File: src/rtl/snake_pkg.sv
`default_nettype none
// ============================================================================
// Module      : snake_pkg
// Description : Encodings and sizing constants shared by the snake game
//               controller, datapath and draw blocks.
// Revision    : 1.0 - initial release
// ============================================================================
package snake_pkg;

  // Step directions, as carried on step_dir
  typedef enum logic [1:0] {
    DIR_UP    = 2'd0,
    DIR_DOWN  = 2'd1,
    DIR_LEFT  = 2'd2,
    DIR_RIGHT = 2'd3
  } dir_e;

  // Top-level game states, as carried on game_state
  typedef enum logic [1:0] {
    ST_IDLE = 2'd0,
    ST_RUN  = 2'd1,
    ST_STEP = 2'd2,
    ST_OVER = 2'd3
  } game_state_e;

  localparam int MAX_SIZE = 16;  // longest snake, in segments
  localparam int INI_LEN  = 3;   // length after reset or restart
  localparam int BLOCK_W  = 16;  // pixel width of one grid block

  // Up/down and left/right pairs differ only in bit 0
  function automatic dir_e reverse_dir(input dir_e d);
    return dir_e'(d ^ 2'b01);
  endfunction

endpackage
`default_nettype wire

File: src/rtl/key_edge.sv
`default_nettype none
// ============================================================================
// Module      : key_edge
// Description : Two-flop synchronizer plus rising-edge detector for raw push
//               buttons; emits a registered one-cycle press pulse per bit.
// Revision    : 1.0 - initial release
// ============================================================================
module key_edge #(
  parameter int WIDTH = 4
) (
  input  logic             clk_i,
  input  logic             rst_i,
  input  logic [WIDTH-1:0] key_i,
  output logic [WIDTH-1:0] press_o
);
  import snake_pkg::*;

  logic [WIDTH-1:0] meta_q;
  logic [WIDTH-1:0] sync_q;
  logic [WIDTH-1:0] prev_q;
  logic [WIDTH-1:0] armed_q;
  logic [WIDTH-1:0] press_q;
  logic [1:0]       valid_q;

  // Synchronize, detect rising edges, and only arm a bit once the synchronized
  // key has been seen low after reset so a held key cannot fake a press.
  always_ff @(posedge clk_i) begin
    if (rst_i) begin
      meta_q  <= '0;
      sync_q  <= '0;
      prev_q  <= '0;
      armed_q <= '0;
      press_q <= '0;
      valid_q <= '0;
    end else begin
      meta_q  <= key_i;
      sync_q  <= meta_q;
      prev_q  <= sync_q;
      valid_q <= {valid_q[0], 1'b1};
      if (valid_q[1]) begin
        armed_q <= armed_q | ~sync_q;
      end
      press_q <= sync_q & ~prev_q & armed_q;
    end
  end

  assign press_o = press_q;

endmodule
`default_nettype wire

File: src/rtl/snake_game_ctrl.sv
`default_nettype none
// ============================================================================
// Module      : snake_game_ctrl
// Description : Snake game controller. Turns button presses into a pending
//               direction, paces steps from frame pulses, and tracks length,
//               score and game-over/restart around the snake datapath.
// Revision    : 1.0 - initial release
// ============================================================================
module snake_game_ctrl #(
  parameter int FRAMES_PER_STEP = 6,
  parameter int MAX_SIZE        = 16,
  parameter int INI_LEN         = 3
) (
  input  logic       pixel_clk,
  input  logic       sys_rst,
  input  logic [3:0] key,
  input  logic       frame_start,
  input  logic       step_done,
  input  logic       wall_hit,
  input  logic       self_hit,
  input  logic       food_hit,
  output logic       step_req,
  output logic [1:0] step_dir,
  output logic       grow,
  output logic       restart,
  output logic [4:0] snake_len,
  output logic [7:0] score,
  output logic [1:0] game_state
);
  import snake_pkg::*;

  localparam int               c_cnt_w    = (FRAMES_PER_STEP > 1) ? $clog2(FRAMES_PER_STEP) : 1;
  localparam logic [c_cnt_w-1:0] c_cnt_last = c_cnt_w'(FRAMES_PER_STEP - 1);
  localparam logic [c_cnt_w-1:0] c_cnt_one  = c_cnt_w'(1);
  localparam logic [4:0]       c_len_ini  = 5'(INI_LEN);
  localparam logic [4:0]       c_len_max  = 5'(MAX_SIZE);
  localparam logic [7:0]       c_score_max = 8'd255;

  logic [3:0]         w_press;
  logic               w_press_vld;
  dir_e               w_press_dir;
  logic               w_step_req;
  logic               w_restart;

  game_state_e        state_q,   state_d;
  dir_e               cur_dir_q, cur_dir_d;
  dir_e               nxt_dir_q, nxt_dir_d;
  logic [c_cnt_w-1:0] frame_cnt_q, frame_cnt_d;
  logic [4:0]         len_q,     len_d;
  logic [7:0]         score_q,   score_d;
  logic               grow_q,    grow_d;

  key_edge #(
    .WIDTH (4)
  ) u_key_edge (
    .clk_i   (pixel_clk),
    .rst_i   (sys_rst),
    .key_i   (key),
    .press_o (w_press)
  );

  // Keep only the highest-priority press when several coincide
  always_comb begin
    w_press_vld = |w_press;
    w_press_dir = DIR_UP;
    if (w_press[0])      w_press_dir = DIR_UP;
    else if (w_press[1]) w_press_dir = DIR_DOWN;
    else if (w_press[2]) w_press_dir = DIR_LEFT;
    else if (w_press[3]) w_press_dir = DIR_RIGHT;
  end

  // Game state machine: next state, direction bookkeeping and step pacing
  always_comb begin
    state_d     = state_q;
    cur_dir_d   = cur_dir_q;
    nxt_dir_d   = nxt_dir_q;
    frame_cnt_d = frame_cnt_q;
    len_d       = len_q;
    score_d     = score_q;
    grow_d      = 1'b0;
    w_step_req  = 1'b0;
    w_restart   = 1'b0;
    case (state_q)
      ST_IDLE: begin
        if (w_press_vld && (w_press_dir != reverse_dir(cur_dir_q))) begin
          nxt_dir_d   = w_press_dir;
          frame_cnt_d = '0;
          state_d     = ST_RUN;
        end
      end
      ST_RUN: begin
        if (frame_start) begin
          if (frame_cnt_q == c_cnt_last) begin
            w_step_req  = 1'b1;
            cur_dir_d   = nxt_dir_q;
            frame_cnt_d = '0;
            state_d     = ST_STEP;
          end else begin
            frame_cnt_d = frame_cnt_q + c_cnt_one;
          end
        end
        // A press in the step cycle is judged against the direction being committed
        if (w_press_vld && (w_press_dir != reverse_dir(cur_dir_d))) begin
          nxt_dir_d = w_press_dir;
        end
      end
      ST_STEP: begin
        if (w_press_vld && (w_press_dir != reverse_dir(cur_dir_q))) begin
          nxt_dir_d = w_press_dir;
        end
        if (step_done) begin
          if (wall_hit || self_hit) begin
            state_d = ST_OVER;
          end else begin
            if (food_hit) begin
              grow_d = 1'b1;
              if (len_q < c_len_max)     len_d   = len_q + 5'd1;
              if (score_q != c_score_max) score_d = score_q + 8'd1;
            end
            state_d = ST_RUN;
          end
        end
      end
      ST_OVER: begin
        if (w_press_vld) begin
          w_restart   = 1'b1;
          len_d       = c_len_ini;
          score_d     = '0;
          cur_dir_d   = DIR_RIGHT;
          nxt_dir_d   = DIR_RIGHT;
          frame_cnt_d = '0;
          state_d     = ST_IDLE;
        end
      end
      default: state_d = ST_IDLE;
    endcase
  end

  // State register with synchronous reset
  always_ff @(posedge pixel_clk) begin
    if (sys_rst) begin
      state_q     <= ST_IDLE;
      cur_dir_q   <= DIR_RIGHT;
      nxt_dir_q   <= DIR_RIGHT;
      frame_cnt_q <= '0;
      len_q       <= c_len_ini;
      score_q     <= '0;
      grow_q      <= 1'b0;
    end else begin
      state_q     <= state_d;
      cur_dir_q   <= cur_dir_d;
      nxt_dir_q   <= nxt_dir_d;
      frame_cnt_q <= frame_cnt_d;
      len_q       <= len_d;
      score_q     <= score_d;
      grow_q      <= grow_d;
    end
  end

  // Command pulses are suppressed while reset is applied
  assign step_req   = w_step_req & ~sys_rst;
  assign restart    = w_restart & ~sys_rst;
  assign step_dir   = nxt_dir_q;
  assign grow       = grow_q;
  assign snake_len  = len_q;
  assign score      = score_q;
  assign game_state = state_q;

endmodule
`default_nettype wire
File: config.mk
export PLATFORM = sky130hd
export DESIGN_NAME = snake_game_ctrl
export DESIGN_NICKNAME = d
export VERILOG_FILES = /design/src/rtl/snake_pkg.sv /design/src/rtl/key_edge.sv /design/src/rtl/snake_game_ctrl.sv
export SDC_FILE = /design/constraint.sdc
export NUM_CORES = 1
export LEC_CHECK = 0
export ABC_CLOCK_PERIOD_IN_PS = 2600
export CORE_MARGIN = 1
export CORE_UTILIZATION = 30
export DETAILED_ROUTE_END_ITERATION = 16
export GPL_TIMING_DRIVEN = 0
export PLACE_DENSITY_LB_ADDON = 0.12
export SYNTH_ARGS = -nofsm -noshare
export SYNTH_HDL_FRONTEND = slang
export SYNTH_HIERARCHICAL = 1
export SYNTH_SLANG_ARGS = --single-unit
export TNS_END_PERCENT = 100
File: constraint.sdc
create_clock -name pixel_clk -period 2.6 [get_ports pixel_clk]
set_input_delay 0.65 -clock pixel_clk [delete_from_list [all_inputs] [get_ports pixel_clk]]
set_output_delay 0.65 -clock pixel_clk [all_outputs]
set_load 0.03 [all_outputs]
==> flow_summary_export.csv <==
group,metric,value,unit
cells_and_area,stdcell_count,316,
detailed_routing,detail_route.wl_per_cell,12.9,microns
worst_setup_path,reg2reg_slack,540,ps
synthesis,synthTopCellsByCount,"sky130_fd_sc_hd__dfxtp_1 (45), sky130_fd_sc_hd__nand2_1 (14), sky130_fd_sc_hd__nor2_1 (13)",
power,power.ir.vdd_worst,210,uV
grt,grt_first_pass_wirelength,6.86,mm
power,power_per_cell_area,504,nW/um^2
floorplan,die_x,82.8,microns
synthesis,postSynthAreaPerCell,9.85,sq um
grt,globalRouteTotalUtil,0.124,
detailed_routing,drtAntennaViolNets,0,
worst_setup_path,timing_worst_setup_path_type,"reg2out",
placed_design,gp_congestion,0.761,
sta,max_slew_violation_count,0,
synthesis,yosys_synthesis_warning_count,6,
synthesis,count_of_state_elements_after_synthesis,45,
detailed_routing,dr_total_vias,1542,
power,switching_share,0.245,
power,clkPwrFrac,0.366,
worst_setup_path,cp.arrival,1850,ps
synthesis,synth_top_flop_cell,"sky130_fd_sc_hd__dfxtp_1",
synthesis,post_synth_edffs,0,
detailed_routing,finalWirelength,4.07,mm
placed_design,place.detailed.hpwl,2.93,mm
worst_setup_path,worstSetupStartpointType,"register",
synthesis,synth_top_area_cell,"sky130_fd_sc_hd__dfxtp_1",
sta,finalWorstPathRequiredPeriod,2500,ps
detailed_routing,routed_via_density,4.88,
clocking,numCtsBuffers,5,
synthesis,yosysTopAreaCellShare,0.459,
clocking,tritoncts_clock_tree,"built",
floorplan,design.core.area,6310,sq um
sta,tightest_slew,735,ps
sta,setup-violations-final,0,
floorplan,initial_core_util,0.311,
power,power.sequential.fraction,0.575,
clocking,clock_sinks,45,
clocking,htree_levels,2,
synthesis,synthCells,199,
sta,slew_headroom,0.505,
grt,grt_pass1_vias,1431,
detailed_routing,drt_first_iter_violations,74,
clocking,clkLatencyLatePin,300,ps
hold_path,hp-start,"u_key_edge/prev_q[3]",
floorplan,fp.dieH,82.8,microns
worst_setup_path,startpoint,"u_key_edge/press_o[0]",
placed_design,io_buffer_count,30,
synthesis,cell_variety_after_synth,61,
synthesis,mapped_nets,212,
grt,overflow,0,
grt,largest_net_degree_at_the_start_of_global_routing,26,
clocking,clock_path_buffers,2,
cells_and_area,register_area,901,sq um
cells_and_area,layout_area_overhead,26.1,%
job,max_cap_violations,0,
worst_setup_path,cp_data_required_time,1950,ps
synthesis,netlist_area,1960,sq um
detailed_routing,detailedRoute.firstPassIterationCount,4,
floorplan,placementRows,29,
synthesis,netlist_top_cells_area,"sky130_fd_sc_hd__dfxtp_1 (46%), sky130_fd_sc_hd__nand2_1 (2.7%), sky130_fd_sc_hd__a21oi_1 (2.6%)",
floorplan,number_of_placed_i_o_pins,31,
synthesis,most_repeated_cell_in_the_gate_level_netlist_after_synthesis,"sky130_fd_sc_hd__dfxtp_1",
cells_and_area,fraction_of_layout_instances_using_a_drive_strength_above_1,0.155,
sta,hold_viol,0,
synthesis,async_flop_share,0,
clocking,clk_pin_slew,100,ps
worst_setup_path,regToRegStartpoint,"u_key_edge/press_o[0]",
cells_and_area,area_of_the_multi_input_gates,993,sq um
clocking,cts-root-buf,"sky130_fd_sc_hd__clkbuf_8",
detailed_routing,drc_errors,0,
clocking,cts_hold_repair.buffers,0,
synthesis,sequential_share_of_the_synthesized_area,0.459,
sta,grt_setup_unrepaired,"false",
power,net-switching-power,306,uW
sta,timing.clock.skew,8.88,ps
hold_path,worstHoldPathType,"reg2reg",
placed_design,dpl.cell_count,306,
cells_and_area,antennaDiodeCount,0,
power,power.static_leakage,0.000919,uW
cells_and_area,nNetsFinal,251,
sta,fin_hold_ws,409,ps
worst_setup_path,critical_path.max_fanout,7,
sta,finalCritPeriodShare,0.961,
sta,max_freq,400,MHz
status,result_of_the_run,"finished clean",
power,cellInternalPower,940,uW
worst_setup_path,timing.critical_path.to_type,"output port",
floorplan,floorplan.die_area,6860,sq um
grt,antenna_violations_before_repair,0,
cells_and_area,n_fill_cell,667,
power,power_frac_comb,0.059,
[per-stage QoR]
| stage | utilization | area [sq um] | total power [uW] | setup slack, ps | TNS (ps) |
|---|---|---|---|---|---|
| after floorplan | - | 1960 | 774 | 282 | 0 |
| after global placement | 0.373 | 2360 | 807 | -790 | -1670 |
| after global routing | 0.392 | 2470 | 1300 | 12.5 | 0 |
| after detailed placement | 0.373 | 2360 | 807 | -804 | -1740 |
| final | 0.392 | 2470 | 1250 | 102 | 0 |
| after CTS | 0.388 | 2450 | 1270 | 27.6 | 0 |
[worst max-delay path, cell delays in order, from the launching register on]
cell	delay, ps
sky130_fd_sc_hd__dfxtp_1	390
sky130_fd_sc_hd__or4_4	580
sky130_fd_sc_hd__nand2_2	150
sky130_fd_sc_hd__nor2_1	50
sky130_fd_sc_hd__dlygate4sd2_1	370
[logic make-up (layout without fill, tap and decap cells)]
logic type | Yosys count | in the layout | share of synthesized area
simple gates | 86 | 86 | 0.273
flops | 45 | 45 | 0.459
compound gates | 42 | 42 | 0.171
buf+inv | 14 | 54 | 0.0364
xor+xnor | 6 | 6 | 0.0268
mux | 4 | 4 | 0.0211
fa+ha+maj | 2 | 2 | 0.0128
[power groups by stage]
stage / Sequential (uW) / Clock, uW / Combinational [uW]
6_report: 716 / 456 / 73.6
5_1_grt: 719 / 503 / 81.6
4_1_cts: 716 / 481 / 74.9
3_5_place_dp: 732 / 0 / 75.1
3_3_place_gp: 732 / 0 / 74.8
2_1_floorplan: 733 / 0 / 41.0
[flip-flops by register name (all words and copies together) (netlist names)]
signal              cells
u_key_edge/press_o      4
game_state              2
cur_dir_q               2
u_key_edge/sync_q       4
frame_cnt_q             3
u_key_edge/prev_q       4
snake_len               5
score                   8
u_key_edge/meta_q       4
step_dir                2
grow                    1
u_key_edge/valid_q      2
u_key_edge/armed_q      4
[final cells by class]
class / count / area share
inverters: 9 / 0.0137
well taps: 77 / 0.0390
multi-input cells: 140 / 0.402
clock buffers: 5 / 0.0278
plain buffers: 4 / 0.0137
clock inverters: 3 / 0.0101
flip-flops and latches: 45 / 0.364
repair buffers: 33 / 0.130
[final timing paths]
path / end / depth (start not counted)
min reg2reg: u_key_edge/press_o[3] / 1
max: restart / 4
min: u_key_edge/press_o[3] / 1
max reg2reg: score[5] / 6
[layer usage]
metal / wire length (microns) / part of all wire / global-route usage
met5: 0 / 0 / 0
met4: 53 / 0.013 / 0.0423
met3: 166 / 0.041 / 0.0378
met1: 1990 / 0.49 / 0.160
met2: 1850 / 0.46 / 0.197
[placed cells by master (no fill, tap or decap), types with 3 or more instances in the layout]
master,n
sky130_fd_sc_hd__dfxtp_1,45
sky130_fd_sc_hd__xor2_1,4
sky130_fd_sc_hd__nand2b_1,5
sky130_fd_sc_hd__nor2b_2,4
sky130_fd_sc_hd__inv_1,9
sky130_fd_sc_hd__nand3_1,4
sky130_fd_sc_hd__or4_1,3
sky130_fd_sc_hd__o31ai_1,3
sky130_fd_sc_hd__nor2b_1,7
sky130_fd_sc_hd__mux2i_1,3
sky130_fd_sc_hd__and2b_1,4
sky130_fd_sc_hd__a21oi_1,10
sky130_fd_sc_hd__nand2_1,14
sky130_fd_sc_hd__clkdlybuf4s50_1,27
sky130_fd_sc_hd__nor3b_2,4
sky130_fd_sc_hd__buf_4,4
sky130_fd_sc_hd__nor4_1,3
sky130_fd_sc_hd__o21ai_0,3
sky130_fd_sc_hd__nor2_1,13
sky130_fd_sc_hd__o2111ai_1,3
sky130_fd_sc_hd__nor3_1,4
sky130_fd_sc_hd__clkbuf_8,6
[what timing repair did]
action                     in CTS  in global routing
setup buffers                   0                  3
setup endpoints to repair       2                  1
resized for setup              12                  0
pin swaps                       1                  1
No activity file was read; power rests on OpenSTA's default activity.
